File: src/rtl/ahb_result_mailbox.sv
// AHB-Lite responder holding the classifier result mailbox.
// A bus master writes a 5-bit letter to DATA and commits it through DONE.
// The committed letter is handed to the consumer with a one-cycle valid pulse,
// and pending/overflow bookkeeping is kept until the consumer acknowledges.
module ahb_result_mailbox #(
    parameter logic [31:0] BASE_ADDR   = 32'hC000_0000,
    parameter int unsigned WAIT_STATES = 0,
    parameter int unsigned CNT_W       = 16
) (
    input  logic        clk,
    input  logic        resetn,
    input  logic [31:0] ahb_s0_haddr_i,
    input  logic        ahb_s0_hwrite_i,
    input  logic [2:0]  ahb_s0_hsize_i,
    input  logic [1:0]  ahb_s0_htrans_i,
    input  logic [31:0] ahb_s0_hwdata_i,
    output logic [31:0] ahb_s0_hrdata_o,
    output logic        ahb_s0_hready_o,
    output logic        ahb_s0_hresp_o,
    output logic [4:0]  letter_o,
    output logic        letter_valid_o,
    input  logic        letter_ack_i
);

    localparam logic [2:0] WS = WAIT_STATES[2:0];

    typedef enum logic [1:0] {ST_IDLE, ST_DATA, ST_ERR1, ST_ERR2} state_t;

    state_t           state, state_nxt;
    logic [2:0]       wcnt, wcnt_nxt;
    logic             ready, resp;
    logic             accept, legal;
    logic [1:0]       reg_sel;
    logic             is_write;
    logic             dp_done, wr_en, rd_en, commit, w1c;
    logic [4:0]       data_q, letter_q;
    logic             letter_valid_q;
    logic             pending, overflow;
    logic [CNT_W-1:0] count;
    logic [31:0]      count_ext, rdata_sel;
    logic             unused_bits;

    // Only offsets 0x0..0xC inside the 4 KB window exist; COUNT is read-only.
    assign legal = (ahb_s0_haddr_i[31:12] == BASE_ADDR[31:12]) &&
                   (ahb_s0_haddr_i[11:4] == 8'h00) &&
                   (ahb_s0_hsize_i == 3'b010) &&
                   !(ahb_s0_hwrite_i && (ahb_s0_haddr_i[3:2] == 2'b11));
    assign accept = ready && ahb_s0_htrans_i[1];

    // The data phase completes on the cycle where the wait counter has run out.
    assign dp_done = (state == ST_DATA) && (wcnt == 3'd0);
    assign wr_en   = dp_done && is_write;
    assign rd_en   = dp_done && !is_write;
    assign commit  = wr_en && (reg_sel == 2'b01) && ahb_s0_hwdata_i[0];
    assign w1c     = wr_en && (reg_sel == 2'b10) && ahb_s0_hwdata_i[1];

    assign unused_bits = ^{ahb_s0_haddr_i[1:0], ahb_s0_htrans_i[0], ahb_s0_hwdata_i[31:5]};

    // FSM state and wait counter register.
    always_ff @(posedge clk or negedge resetn) begin
        if (!resetn) begin
            state <= ST_IDLE;
            wcnt  <= 3'd0;
        end else begin
            state <= state_nxt;
            wcnt  <= wcnt_nxt;
        end
    end

    // Next-state logic and bus handshake outputs; any ready cycle may accept a new address.
    always_comb begin
        state_nxt = state;
        wcnt_nxt  = wcnt;
        ready     = 1'b1;
        resp      = 1'b0;
        case (state)
            ST_IDLE: ;
            ST_DATA: begin
                ready = (wcnt == 3'd0);
                if (wcnt != 3'd0) wcnt_nxt = wcnt - 3'd1;
            end
            ST_ERR1: begin
                ready     = 1'b0;
                resp      = 1'b1;
                state_nxt = ST_ERR2;
            end
            ST_ERR2: resp = 1'b1;
            default: ;
        endcase
        if (ready) begin
            if (ahb_s0_htrans_i[1]) begin
                if (legal) begin
                    state_nxt = ST_DATA;
                    wcnt_nxt  = WS;
                end else begin
                    state_nxt = ST_ERR1;
                end
            end else begin
                state_nxt = ST_IDLE;
            end
        end
    end

    // Capture register select and direction of each accepted legal transfer.
    always_ff @(posedge clk or negedge resetn) begin
        if (!resetn) begin
            reg_sel  <= 2'b00;
            is_write <= 1'b0;
        end else if (accept && legal) begin
            reg_sel  <= ahb_s0_haddr_i[3:2];
            is_write <= ahb_s0_hwrite_i;
        end
    end

    // Mailbox registers: commit has priority over ack, overflow set has priority over clear.
    always_ff @(posedge clk or negedge resetn) begin
        if (!resetn) begin
            data_q         <= 5'd0;
            pending        <= 1'b0;
            overflow       <= 1'b0;
            count          <= '0;
            letter_q       <= 5'd0;
            letter_valid_q <= 1'b0;
        end else begin
            if (wr_en && (reg_sel == 2'b00)) data_q <= ahb_s0_hwdata_i[4:0];
            if (commit) pending <= 1'b1;
            else if (letter_ack_i) pending <= 1'b0;
            if (commit && pending && !letter_ack_i) overflow <= 1'b1;
            else if (w1c) overflow <= 1'b0;
            if (commit) begin
                count    <= count + 1'b1;
                letter_q <= data_q;
            end
            letter_valid_q <= commit;
        end
    end

    // Read-back multiplexer; DONE reads as zero.
    always_comb begin
        count_ext              = '0;
        count_ext[CNT_W-1:0]   = count;
        rdata_sel              = 32'h0;
        case (reg_sel)
            2'b00:   rdata_sel = {27'h0, data_q};
            2'b01:   rdata_sel = 32'h0;
            2'b10:   rdata_sel = {30'h0, overflow, pending};
            default: rdata_sel = count_ext;
        endcase
    end

    assign ahb_s0_hready_o = ready;
    assign ahb_s0_hresp_o  = resp;
    assign ahb_s0_hrdata_o = rd_en ? rdata_sel : 32'h0;
    assign letter_o        = letter_q;
    assign letter_valid_o  = letter_valid_q;

endmodule

File: config.mk
export PLATFORM = sky130hd
export DESIGN_NAME = ahb_result_mailbox
export DESIGN_NICKNAME = d
export VERILOG_FILES = /design/src/rtl/ahb_result_mailbox.sv
export SDC_FILE = /design/constraint.sdc
export NUM_CORES = 1
export LEC_CHECK = 0
export BUFFER_PORTS_ARGS = -buffer_cell sky130_fd_sc_hd__buf_4
export CAP_MARGIN = 20
export CORE_MARGIN = 4
export CORE_UTILIZATION = 48
export DETAILED_ROUTE_END_ITERATION = 7
export GPL_TIMING_DRIVEN = 1
export PLACE_DENSITY = 0.95
export SKIP_CTS_REPAIR_TIMING = 1
export SLEW_MARGIN = 20
export SYNTH_ARGS = -nofsm -noshare
export SYNTH_HDL_FRONTEND = slang
export SYNTH_SLANG_ARGS = --single-unit
File: constraint.sdc
create_clock -name clk -period 3.65 [get_ports clk]
set_input_delay 0.1825 -clock clk [delete_from_list [all_inputs] [get_ports clk]]
set_output_delay 0.1825 -clock clk [all_outputs]
set_load 0.05 [all_outputs]
# After elaboration in Yosys (flattened, before gate mapping)
# Index checks and enable logic that the tools add are counted.
# Widths: inputs -> output; s select.
dict set report totals {
  ff_bits 37
  out_inout_bits 40
  wordCells 64
}
dict set report classes {
  add_sub_neg 2
  eq_ne 8
  mux 17
  reduce_logical 27
}
# op n
set op_table {}
lappend op_table {{$pmux 16 s3} 1}
lappend op_table {{$eq 20x20->1 const B} 1}
lappend op_table {{$add 16x1->16 const B} 1}
lappend op_table {{$logic_and 1x1->1} 16}
lappend op_table {{$mux 16} 1}
lappend op_table {{$mux 3} 5}
lappend op_table {{$eq 2x2->1 const B} 4}
lappend op_table {{$logic_not 8->1} 1}
lappend op_table {{$mux 2} 4}
lappend op_table {{$reduce_bool 2->1} 3}
lappend op_table {{$mux 1} 5}
lappend op_table {{$eq 2x1->1 const B} 2}
lappend op_table {{$eq 3x2->1 const B} 1}
lappend op_table {{$logic_not 1->1} 3}
lappend op_table {{$logic_not 3->1} 1}
lappend op_table {{$reduce_bool 3->1} 1}
lappend op_table {{$sub 3x1->3 const B} 1}
lappend op_table {{$logic_not 2->1} 1}
lappend op_table {{$pmux 1 s2} 1}
lappend op_table {{$reduce_or 2->1} 1}

# Depth between registers and ports, before layout
dict set report depth {
  ltp_word 8
  depth_mapped 8
  depth_no_buf 7
}

# Worst setup path before layout
# No wires, ideal clock.
dict set report synth_timing {
  path_type {register to output}
  start {register wcnt[0]}
  end {output ahb_s0_hrdata_o[14]}
  t_arrival_ns 2.197
  required_time_ns 3.467
  slack_ns 1.271
  path_stages_with_launch 7
  cell_sequence {dfrtp_1 -> inv_1 -> ha_1 -> and4bb_2 -> nand2b_1 -> clkbuf_1 -> nor3_1}
}
dict set report synth_between {
  elab_chain_len 4
}
# element line_no
set synth_rtl {}
lappend synth_rtl {{start: declaration} 30} ;# logic [2:0] wcnt, wcnt_nxt;
lappend synth_rtl {{start signal: assignment} 66} ;# wcnt <= wcnt_nxt;
lappend synth_rtl {{$logic_not 3->1} 51} ;# assign dp_done = (state == ST_DATA) && (wcnt == 3'd0);
lappend synth_rtl {{$logic_and 1x1->1} 51}
lappend synth_rtl {{$logic_and 1x1->1} 53} ;# assign rd_en = dp_done && !is_write;
lappend synth_rtl {{$mux 16} 153} ;# assign ahb_s0_hrdata_o = rd_en ? rdata_sel : 32'h0;
lappend synth_rtl {{end: declaration} 17} ;# output logic [31:0] ahb_s0_hrdata_o,
# No other way between the ends.

# Worst setup path in the final report
dict set report layout_timing {
  start {register wcnt[0]}
  end {output ahb_s0_hrdata_o[12]}
}
# The elaborated chain is that of the path after synthesis.

==> run metrics <==
share of post-route cells with drive strength above 1 between 30% and 40%; area of the die between 5000 and 6000 µm²; number of fill cells in the layout between 300 and 400; final layout net count 350; proportion of power drawn by the clock network 31.6%; drt wl/cell 14.2 µm; largest net degree at the start of global routing 38; area taken by multi-input logic gates 977 µm²; crit path time final 2460 ps; Starting Density approximately half; GRT Resource Usage Total ~19%; switching power of the nets about 0.37 mW; DR vias/cell 5.13; most heavily used metal layer in global routing met2; global-route track usage on met1 22.6%; Sequential Power Share 40.5%; clock root buffer clkbuf_8; vias in the first global route roughly 1700; Worst-Margin Slew 549 ps; Worst setup EP type output pin; beginning of the worst register-to-register path wcnt[0]; number of standard-cell rows in the floorplan 23; met2 capacity usage during global routing between 30% and 40%; Global Route met3 Usage 3.86%; leakage power 1.35 nW; crit path max fanout 9; Clock Skew 8.22 ps; Final Cell Area 2610 µm²; pre-CTS setup slack 1370 ps; ys flop type dfrtp_1; Setup crit start kind flop; via count of the routed design roughly 1700; Required @ worst endpoint between 3000 and 4000 ps; endpoint of the worst-slack reg-to-reg timing path count[3]; Post-DP HPWL 3.62 mm; flop-to-flop setup slack 1330 ps; switching portion of total power ~32%; H-tree lvl count 2; final-report setup violation count 0; sequential-to-total area share from yosys stat a little under half; least setup slack across all paths after layout 1190 ps; total global routing overflow 0; crit path kind reg2out; logic depth of the worst register-to-register path 7; maximum clock insertion buffer count 2; Slew Limit Headroom 63.3%; count of maximum capacitance violations 0; top achievable clock speed 407 MHz; global-route wire length before repair 7.66 mm; Final period util 67.3%; placed inst area between 2000 and 2500 µm²; gate count after technology mapping 207; flop and latch count out of synthesis 37; IO Count 113; clock tree from TritonCTS done; hold endpoint state[0]; initial antenna violation count 0; mean area per synthesized cell between 9 and 10 µm²; launch instance of the worst min-delay path ahb_s0_htrans_i[1]; final sum of negative setup slack 0 ps; internal power summed over all cells 0.789 mW; height of the die 73.0 µm; power density relative to cell area 445 nW/µm²; number of stages on the worst hold path 2; total placed cells including tap cells 316; Post-synth ARST share 100%; count of pins over their slew limit 0; number of buffers inserted by port buffering 66; Final Hold Viols 0; antenna cells 0; IR drop worst, VDD ~350 µV; Crit path arrival time between 2000 and 2500 ps; EDFF count, synth 0; Tightest Hold Check Type in2reg; die width 73.0 µm; core area 4060 µm²; post-detailed-routing wire length 4.61 mm; outcome finished clean; Sequential cell area roughly 930 µm²; Post-Layout Cell Count 325; layout-stage area growth over the synthesis result 28.7%; combinational cell fraction of total power between 20 and 30%; last weighted congestion value of the routability-driven placer 0.780; number of violations reported at the end of detailed-routing iteration 0 95; number of CTS-inserted buffers 5; combined area of all synthesized cells 2030 µm²; setup repair after global routing missed its margin false; TritonRoute pass-1 iters 4; clock slew seen by the registers of the worst setup and hold paths around 80 ps; Distinct cells, synth 37; number of warnings printed during yosys synthesis 0; sink count of the clock tree 37; later-pin clock latency in the skew report 290 ps; Remaining DRCs 0; count of nets left with antenna violations after detail routing 0
## worst max path at each step
stage                  from                  end  slack, ps  depth (start not counted)
finish              wcnt[0]  ahb_s0_hrdata_o[12]       1190                          7
global route        wcnt[0]  ahb_s0_hrdata_o[12]        940                          7
CTS                 wcnt[0]  ahb_s0_hrdata_o[12]       1170                          7
detailed placement  wcnt[0]             count[3]       1370                          7
global placement    wcnt[0]            count[10]       1410                          7
floorplan           wcnt[0]  ahb_s0_hrdata_o[14]       1270                          6
## cell usage in the layout, fill, tap and decap left out, types with 2 or more instances in the layout
master and count:
buf_4 66, dfrtp_1 37, nand2_1 30, conb_1 16
nor2_1 14, mux2_2 11, nand3_1 11, xnor2_1 9
and2_1 9, nor4_1 8, nor3_1 7, xor2_1 7
inv_1 6, nand4_1 6, clkbuf_8 6, a21oi_1 4
ha_1 3, or2b_2 2, nand2b_1 2, a22oi_1 2
o31ai_1 2, and4_1 2
## registers in the layout, indices dropped and copies added, names as in the netlist
name and cells:
count 16, letter_valid_o 1, reg_sel 2, letter_o 5
overflow 1, data_q 5, state 2, is_write 1
pending 1, wcnt 3
## area by class of cell
type	instances	area share, %
multi-input cells	157	37.4
clock buffers	6	3.16
clock inverters	2	1.44
repair buffers	67	19.3
well taps	50	2.39
flip-flops and latches	37	35.4
inverters	6	0.862
## cell families after synthesis
| group | Yosys count | synth area share [%] |
|---|---|---|
| AOI/OAI and AO/OA | 11 | 3.51 |
| xor gates and xnor gates | 16 | 6.90 |
| adders and majority gates | 3 | 1.85 |
| buffers and inverters | 28 | 9.06 |
| DFF | 37 | 45.6 |
| muxes | 12 | 6.59 |
| other | 1 | 0.185 |
| and+or+nand+nor | 99 | 26.3 |
## metrics by stage
| stage | hold WS [ps] | util [%] | power, mW |
|---|---|---|---|
| CTS | -156 | 64.2 | 1.18 |
| global placement | 163 | 61.2 | 0.784 |
| finish | 126 | 64.4 | 1.16 |
| floorplan | -113 | - | 0.712 |
| detailed placement | 167 | 61.2 | 0.801 |
| global route | 114 | 64.4 | 1.22 |
## cells in the mapped netlist (2+ instances only)
library cell | instances | area, µm²
nand3_1 | 11 | 55.1
nor4_1 | 8 | 50.1
and4_1 | 2 | 17.5
xor2_1 | 7 | 61.3
a22oi_1 | 2 | 15.0
nand4_1 | 6 | 37.5
inv_1 | 6 | 22.5
nand2b_1 | 2 | 12.5
or2b_2 | 2 | 17.5
a21oi_1 | 4 | 20.0
dfrtp_1 | 37 | 926
mux2_2 | 11 | 124
nand2_1 | 30 | 113
nor3_1 | 7 | 35.0
nor2_1 | 14 | 52.6
xnor2_1 | 9 | 78.8
and2_1 | 9 | 56.3
clkbuf_1 | 3 | 11.3
buf_4 | 16 | 120
ha_1 | 3 | 37.5
o31ai_1 | 2 | 15.0
## power groups by stage
stage,Sequential (mW),Clock [mW],Combinational [mW]
after floorplan,0.468,0,0.244
after global routing,0.476,0.392,0.351
after global placement,0.473,0,0.311
final,0.471,0.368,0.324
after detailed placement,0.479,0,0.322
after CTS,0.471,0.380,0.326
## metal layers
metal | share of wire [%] | vias up
met5 | 0 | -
met3 | 5.5 | 4
li1 | - | 806
met2 | 53 | 50
met1 | 41 | 806
met4 | 1.0 | 0
## critical path: stages (launching register included)
cell and delay (ps):
dfrtp_1 390, inv_1 90, ha_1 190, and4bb_2 300, nand2b_1 210, nor2_1 410, and2_1 190, buf_4 190
Power figures use the tool's default switching activity.
